==> config.mk <==
export PLATFORM = sky130hd
export DESIGN_NAME = ahb_burst_master
export DESIGN_NICKNAME = d
export VERILOG_FILES = /design/src/rtl/ahb_burst_master.sv
export SDC_FILE = /design/constraint.sdc
export NUM_CORES = 1
export LEC_CHECK = 0
export BUFFER_PORTS_ARGS = -buffer_cell sky130_fd_sc_hd__buf_2
export CAP_MARGIN = 30
export CORE_ASPECT_RATIO = 1.4
export CORE_UTILIZATION = 49
export DETAILED_ROUTE_END_ITERATION = 8
export PLACE_DENSITY = 0.9
export SYNTH_ARGS = -nofsm -noshare
export SYNTH_HDL_FRONTEND = slang
export SYNTH_SLANG_ARGS = --single-unit
==> constraint.sdc <==
create_clock -name HCLK -period 2.5 [get_ports HCLK]
set_input_delay 0.5 -clock HCLK [delete_from_list [all_inputs] [get_ports HCLK]]
set_output_delay 0.5 -clock HCLK [all_outputs]
set_load 0.02 [all_outputs]
==> src/rtl/ahb_burst_master.sv <==
// AHB-Lite INCR burst initiator for the DDR3 bridge slave port.
// Turns client command/write-data streams into pipelined bursts and returns read data in order.
module ahb_burst_master #(
    parameter int ADDR_W = 32,
    parameter int DATA_W = 32,
    parameter int LEN_W  = 4
) (
    input  logic              HCLK,
    input  logic              HRESETn,
    input  logic              init_done,
    input  logic              cmd_valid,
    output logic              cmd_ready,
    input  logic              cmd_write,
    input  logic [ADDR_W-1:0] cmd_addr,
    input  logic [LEN_W-1:0]  cmd_len,
    input  logic              wd_valid,
    output logic              wd_ready,
    input  logic [DATA_W-1:0] wd_data,
    output logic              rd_valid,
    output logic [DATA_W-1:0] rd_data,
    output logic              done,
    output logic              err,
    output logic [1:0]        HTRANS,
    output logic [ADDR_W-1:0] HADDR,
    output logic              HWRITE,
    output logic [2:0]        HSIZE,
    output logic [2:0]        HBURST,
    output logic [DATA_W-1:0] HWDATA,
    input  logic              HREADY,
    input  logic [1:0]        HRESP,
    input  logic [DATA_W-1:0] HRDATA
);

    // state      | meaning
    // S_WAIT_INIT| bus idle until DDR3 init completes (entered only from reset)
    // S_IDLE     | ready for a command
    // S_ISSUE    | presenting address phases of the burst
    // S_DRAIN    | all addresses accepted, waiting on the last data phase
    // S_ERR      | second cycle of an ERROR response, bus forced IDLE
    // S_DONE     | done/err pulse visible, cmd_ready still low
    typedef enum logic [2:0] {
        S_WAIT_INIT,
        S_IDLE,
        S_ISSUE,
        S_DRAIN,
        S_ERR,
        S_DONE
    } state_t;

    localparam logic [1:0] TR_IDLE   = 2'b00;
    localparam logic [1:0] TR_BUSY   = 2'b01;
    localparam logic [1:0] TR_NONSEQ = 2'b10;
    localparam logic [1:0] TR_SEQ    = 2'b11;
    localparam logic [1:0] RESP_ERR  = 2'b01;

    state_t              state_q, state_d;
    logic [ADDR_W-1:0]   addr_q, addr_d;
    logic [LEN_W:0]      rem_q, rem_d;
    logic                first_q, first_d;
    logic                write_q, write_d;
    logic                dp_q, dp_d;
    logic [DATA_W-1:0]   hwdata_q, hwdata_d;
    logic                rd_valid_q, rd_valid_d;
    logic [DATA_W-1:0]   rd_data_q, rd_data_d;
    logic                done_q, done_d;
    logic                err_q, err_d;

    logic                beat_rdy;
    logic                seq_ok;
    logic                resp_err;
    logic [1:0]          htrans_c;
    logic                cmd_ready_c;
    logic                wd_ready_c;

    always_ff @(posedge HCLK or negedge HRESETn) begin
        if (!HRESETn) begin
            state_q    <= S_WAIT_INIT;
            addr_q     <= '0;
            rem_q      <= '0;
            first_q    <= 1'b0;
            write_q    <= 1'b0;
            dp_q       <= 1'b0;
            hwdata_q   <= '0;
            rd_valid_q <= 1'b0;
            rd_data_q  <= '0;
            done_q     <= 1'b0;
            err_q      <= 1'b0;
        end else begin
            state_q    <= state_d;
            addr_q     <= addr_d;
            rem_q      <= rem_d;
            first_q    <= first_d;
            write_q    <= write_d;
            dp_q       <= dp_d;
            hwdata_q   <= hwdata_d;
            rd_valid_q <= rd_valid_d;
            rd_data_q  <= rd_data_d;
            done_q     <= done_d;
            err_q      <= err_d;
        end
    end

    // A beat may go out unless it is a write whose data word has not arrived yet.
    assign beat_rdy = !write_q || wd_valid;
    // Crossing into a new 1 KB page restarts the burst with NONSEQ.
    assign seq_ok   = !first_q && (addr_q[9:0] != 10'd0);
    assign resp_err = dp_q && !HREADY && (HRESP == RESP_ERR);

    always_comb begin
        state_d     = state_q;
        addr_d      = addr_q;
        rem_d       = rem_q;
        first_d     = first_q;
        write_d     = write_q;
        dp_d        = dp_q;
        hwdata_d    = hwdata_q;
        rd_valid_d  = 1'b0;
        rd_data_d   = rd_data_q;
        done_d      = 1'b0;
        err_d       = 1'b0;
        htrans_c    = TR_IDLE;
        cmd_ready_c = 1'b0;
        wd_ready_c  = 1'b0;

        case (state_q)
            S_WAIT_INIT: begin
                if (init_done) begin
                    state_d = S_IDLE;
                end
            end

            S_IDLE: begin
                cmd_ready_c = 1'b1;
                if (cmd_valid) begin
                    addr_d  = cmd_addr & ~ADDR_W'(3);
                    rem_d   = {1'b0, cmd_len} + (LEN_W + 1)'(1);
                    write_d = cmd_write;
                    first_d = 1'b1;
                    dp_d    = 1'b0;
                    state_d = S_ISSUE;
                end
            end

            S_ISSUE: begin
                if (beat_rdy) begin
                    htrans_c = seq_ok ? TR_SEQ : TR_NONSEQ;
                end else begin
                    htrans_c = first_q ? TR_IDLE : TR_BUSY;
                end
                wd_ready_c = write_q && wd_valid && HREADY;

                if (resp_err) begin
                    state_d = S_ERR;
                end else if (HREADY) begin
                    if (dp_q && !write_q) begin
                        rd_valid_d = 1'b1;
                        rd_data_d  = HRDATA;
                    end
                    dp_d = beat_rdy;
                    if (beat_rdy) begin
                        addr_d  = addr_q + ADDR_W'(4);
                        rem_d   = rem_q - (LEN_W + 1)'(1);
                        first_d = 1'b0;
                        if (write_q) begin
                            hwdata_d = wd_data;
                        end
                        if (rem_q == (LEN_W + 1)'(1)) begin
                            state_d = S_DRAIN;
                        end
                    end
                end
            end

            S_DRAIN: begin
                if (resp_err) begin
                    state_d = S_ERR;
                end else if (HREADY) begin
                    if (!write_q) begin
                        rd_valid_d = 1'b1;
                        rd_data_d  = HRDATA;
                    end
                    dp_d    = 1'b0;
                    done_d  = 1'b1;
                    state_d = S_DONE;
                end
            end

            S_ERR: begin
                if (HREADY) begin
                    dp_d    = 1'b0;
                    done_d  = 1'b1;
                    err_d   = 1'b1;
                    state_d = S_DONE;
                end
            end

            S_DONE: begin
                state_d = S_IDLE;
            end

            default: begin
                state_d = S_WAIT_INIT;
            end
        endcase
    end

    assign HTRANS    = htrans_c;
    assign HADDR     = addr_q;
    assign HWRITE    = write_q;
    assign HSIZE     = 3'b010;
    assign HBURST    = 3'b001;
    assign HWDATA    = hwdata_q;
    assign cmd_ready = cmd_ready_c;
    assign wd_ready  = wd_ready_c;
    assign rd_valid  = rd_valid_q;
    assign rd_data   = rd_data_q;
    assign done      = done_q;
    assign err       = err_q;

endmodule

==> flow_metrics.env <==
export IMPL_status="complete, no violations"
export IMPL_ios=219
export IMPL_rsz0062_at_grt="false"
export IMPL_netlist_area_leader_share_pct=49.38
export IMPL_wl_mm=14.57
export IMPL_start_util_pct=50.36
export IMPL_cts_tree="done"
export IMPL_synth_seq_cells=108
export IMPL_min_period_ns=2.417
export IMPL_synth_area_leaders="dfrtp_1 49%, mux2_2 13%, o21ai_0 2.2%"
export IMPL_worstMarginPinSlew_ns=0.6163
export IMPL_place_hpwl_mm=10.65
export IMPL_ir_worst_vdd_v=0.0006997
export IMPL_cp_arrival_ns=1.92
export IMPL_gp_congestion=0.8892
export IMPL_slew_headroom_pct=58.54
export IMPL_worstSkewPairLatency_ns=0.34
export IMPL_place_inst=834
export IMPL_route_vias_total=4947
export IMPL_nets=819
export IMPL_ys_async_sr_fraction_pct=100.0
export IMPL_synthCells=504
export IMPL_synth_avg_cell_area_um2=10.86
export IMPL_drtIter0Drc=222
export IMPL_critPathCaptureType="output port"
export IMPL_antenna_found_initial=0
export IMPL_cap_viol_max_count=0
export IMPL_wl_per_cell_um=17.12
export IMPL_numClockSinks=108
export IMPL_setup_tns_ns=0
export IMPL_worst_path_max_fanout=12
export IMPL_path_class="reg2out"
export IMPL_grt_overflow=0
export IMPL_startpoint_type="register"
export IMPL_fin_crit_sh_pct=96.68
export IMPL_rows=45
export IMPL_ctsHtreeMaxLevel=3
export IMPL_ys_flop_type="dfrtp_1"
export IMPL_clk_pin_slew_ns=0.07
export IMPL_area_delta_synth_final_pct=27.34
export IMPL_cts_buffers_inserted=9
export IMPL_cts_root_buf="clkbuf_16"
export IMPL_first_pass_iters=5
export IMPL_ys_types=64
export IMPL_clock_path_buffers=2
export IMPL_grt_pass1_vias=4836
export IMPL_ant_nets=0
export IMPL_ys_seq_area_share_pct=49.38
export IMPL_fp_dieW_um=91.32
export IMPL_syn_cell_area_um2=5473
export IMPL_setup_violations=0
export IMPL_cellLeakagePower_nw=3.272
export IMPL_slew_viol_final=0
export IMPL_ys_warn_count=0
export IMPL_post_route_util_pct=64.13
export IMPL_viasPerCell=5.813
export IMPL_numPortBuffers=208
export IMPL_synth_edf_count=0
export IMPL_hold_path_class="in2reg"
export IMPL_post_cts_buffers=0
export IMPL_die_area_um2=11600
export IMPL_n_antenna_cell=0
export IMPL_yosysTopAreaCell="dfrtp_1"
export IMPL_grt_max_degree=73
export IMPL_drc_errors=0
export IMPL_drive_above_1_share_pct=45.21
export IMPL_die_h_um=127.0
export IMPL_finalHoldViolCount=0
export IMPL_power_density_nw_per_um2=1317
export IMPL_clock_fmax_ghz=0.4137
export IMPL_final_cells=851
export IMPL_fp_coreArea_um2=10870
export IMPL_grt_usage_pct=25.12
export IMPL_skew_ns=0.008813
export IMPL_crit_required_ns=2.00
export IMPL_grt_pass1_wl_mm=23.17
[kinds of logic (layout without fill, tap and decap cells)]
group           after synthesis  in the layout  synth area share [%]
other cells                   2              8                0.1372
fa+ha+maj                     5              5                 1.143
simple gates                157            157                 16.83
mux                          64             64                 13.17
compound gates              109            109                 13.72
xor+xnor                      2              2                0.3201
buf+inv                      57            257                 5.304
flops                       108            108                 49.38
[worst paths after layout]
kind                        startpoint           to  slack (ns)  depth (start not counted)
max                         state_q[0]    HTRANS[0]        0.08                          4
min                          cmd_write       HWRITE        0.37                          3
max reg2reg                   HADDR[2]    HADDR[24]        0.38                          6
min reg2reg                rd_data[26]  rd_data[26]        0.50                          1
max in group asynchronous      HRESETn   HWDATA[16]        1.32                          3
min in group asynchronous      HRESETn     HADDR[5]        0.55                          2
[final cells by class]
cell class	instances	area, um^2
Clock buffer	10	239.0
Timing Repair Buffer	228	1236
Multi-Input combinational cell	345	2515
Sequential cell	108	2703
Clock inverter	6	51.30
Fill cell	887	3897
Inverter	13	48.80
Tap cell	141	176.4
[where the power goes]
part,switching (mW),internal [mW],total (mW)
clock,0.663,0.722,1.38
combinational,2.68,1.76,4.44
sequential,0.765,2.59,3.35
[layer usage]
| layer | vias up | global-route usage, % | part of all wire [%] |
|---|---|---|---|
| met5 | - | 0 | 0 |
| met4 | 0 | 10.36 | 2.3 |
| met3 | 29 | 4.762 | 7.8 |
| met2 | 267 | 44.25 | 52 |
| met1 | 2380 | 30.16 | 38 |
| li1 | 2271 | - | - |
[critical path, cell delays in order (launching register included)]
cell,delay [ns]
dfrtp_1,0.38
or3b_1,0.48
buf_4,0.23
a311oi_2,0.29
buf_4,0.19
[per-stage QoR]
step	setup WS [ns]	total power [mW]	area [um^2]	hold WS, ns
global route	0.006793	9.742	6969	0.3715
detailed placement	0.4322	7.793	6660	0.3693
CTS	0.06820	9.186	6960	0.3602
finish	0.08292	9.180	6969	0.3715
global placement	0.4832	7.568	6660	0.3679
floorplan	0.1169	6.237	5495	0.2044
[registers in the layout, indices dropped and copies added (netlist names)]
signal and count:
rd_valid 1, HWDATA 32, first_q 1, HADDR 30
state_q 3, rd_data 32, rem_q 5, err 1
dp_q 1, done 1, HWRITE 1
[synth_stat cells, types with 3 or more instances]
master and n:
nand3_1 20, nand4_1 18, and4_1 6, o2bb2a_1 3, o21ai_0 24, inv_1 13, and2_1 3, nor2_1 17
a21boi_0 4, mux2_2 64, dfrtp_1 108, clkbuf_1 11, o211ai_1 8, nor3_1 14, or2_2 3, a21oi_1 22
and3_1 6, a311oi_1 6, buf_2 22, o31ai_1 3, nand2b_1 4, ha_1 5, o22ai_1 6, nand2_1 23
nor4_1 8, buf_4 9, a41oi_1 3, a211oi_1 5, or3_1 14, o311ai_0 3, a22oi_1 3
[cell usage in the layout (no fill, tap or decap), types with 4 or more instances in the layout]
master / count
a211oi_1: 5
a21boi_0: 4
a21oi_1: 22
a311oi_1: 5
and3_1: 6
and4_1: 6
buf_2: 206
buf_4: 18
clkbuf_16: 9
conb_1: 8
dfrtp_1: 108
ha_1: 5
inv_1: 13
inv_6: 5
mux2_2: 64
nand2_1: 23
nand2b_1: 4
nand3_1: 20
nand4_1: 18
nor2_1: 17
nor3_1: 14
nor4_1: 8
o211ai_1: 8
o21ai_0: 24
o22ai_1: 6
or3_1: 14
[timing repair]
action	CTS	global route
endpoints found under the setup margin	0	1
resized for setup	0	2
hold buffers	1	0
endpoints found under the hold margin	3	0
No activity file was read; power rests on OpenSTA's default activity.
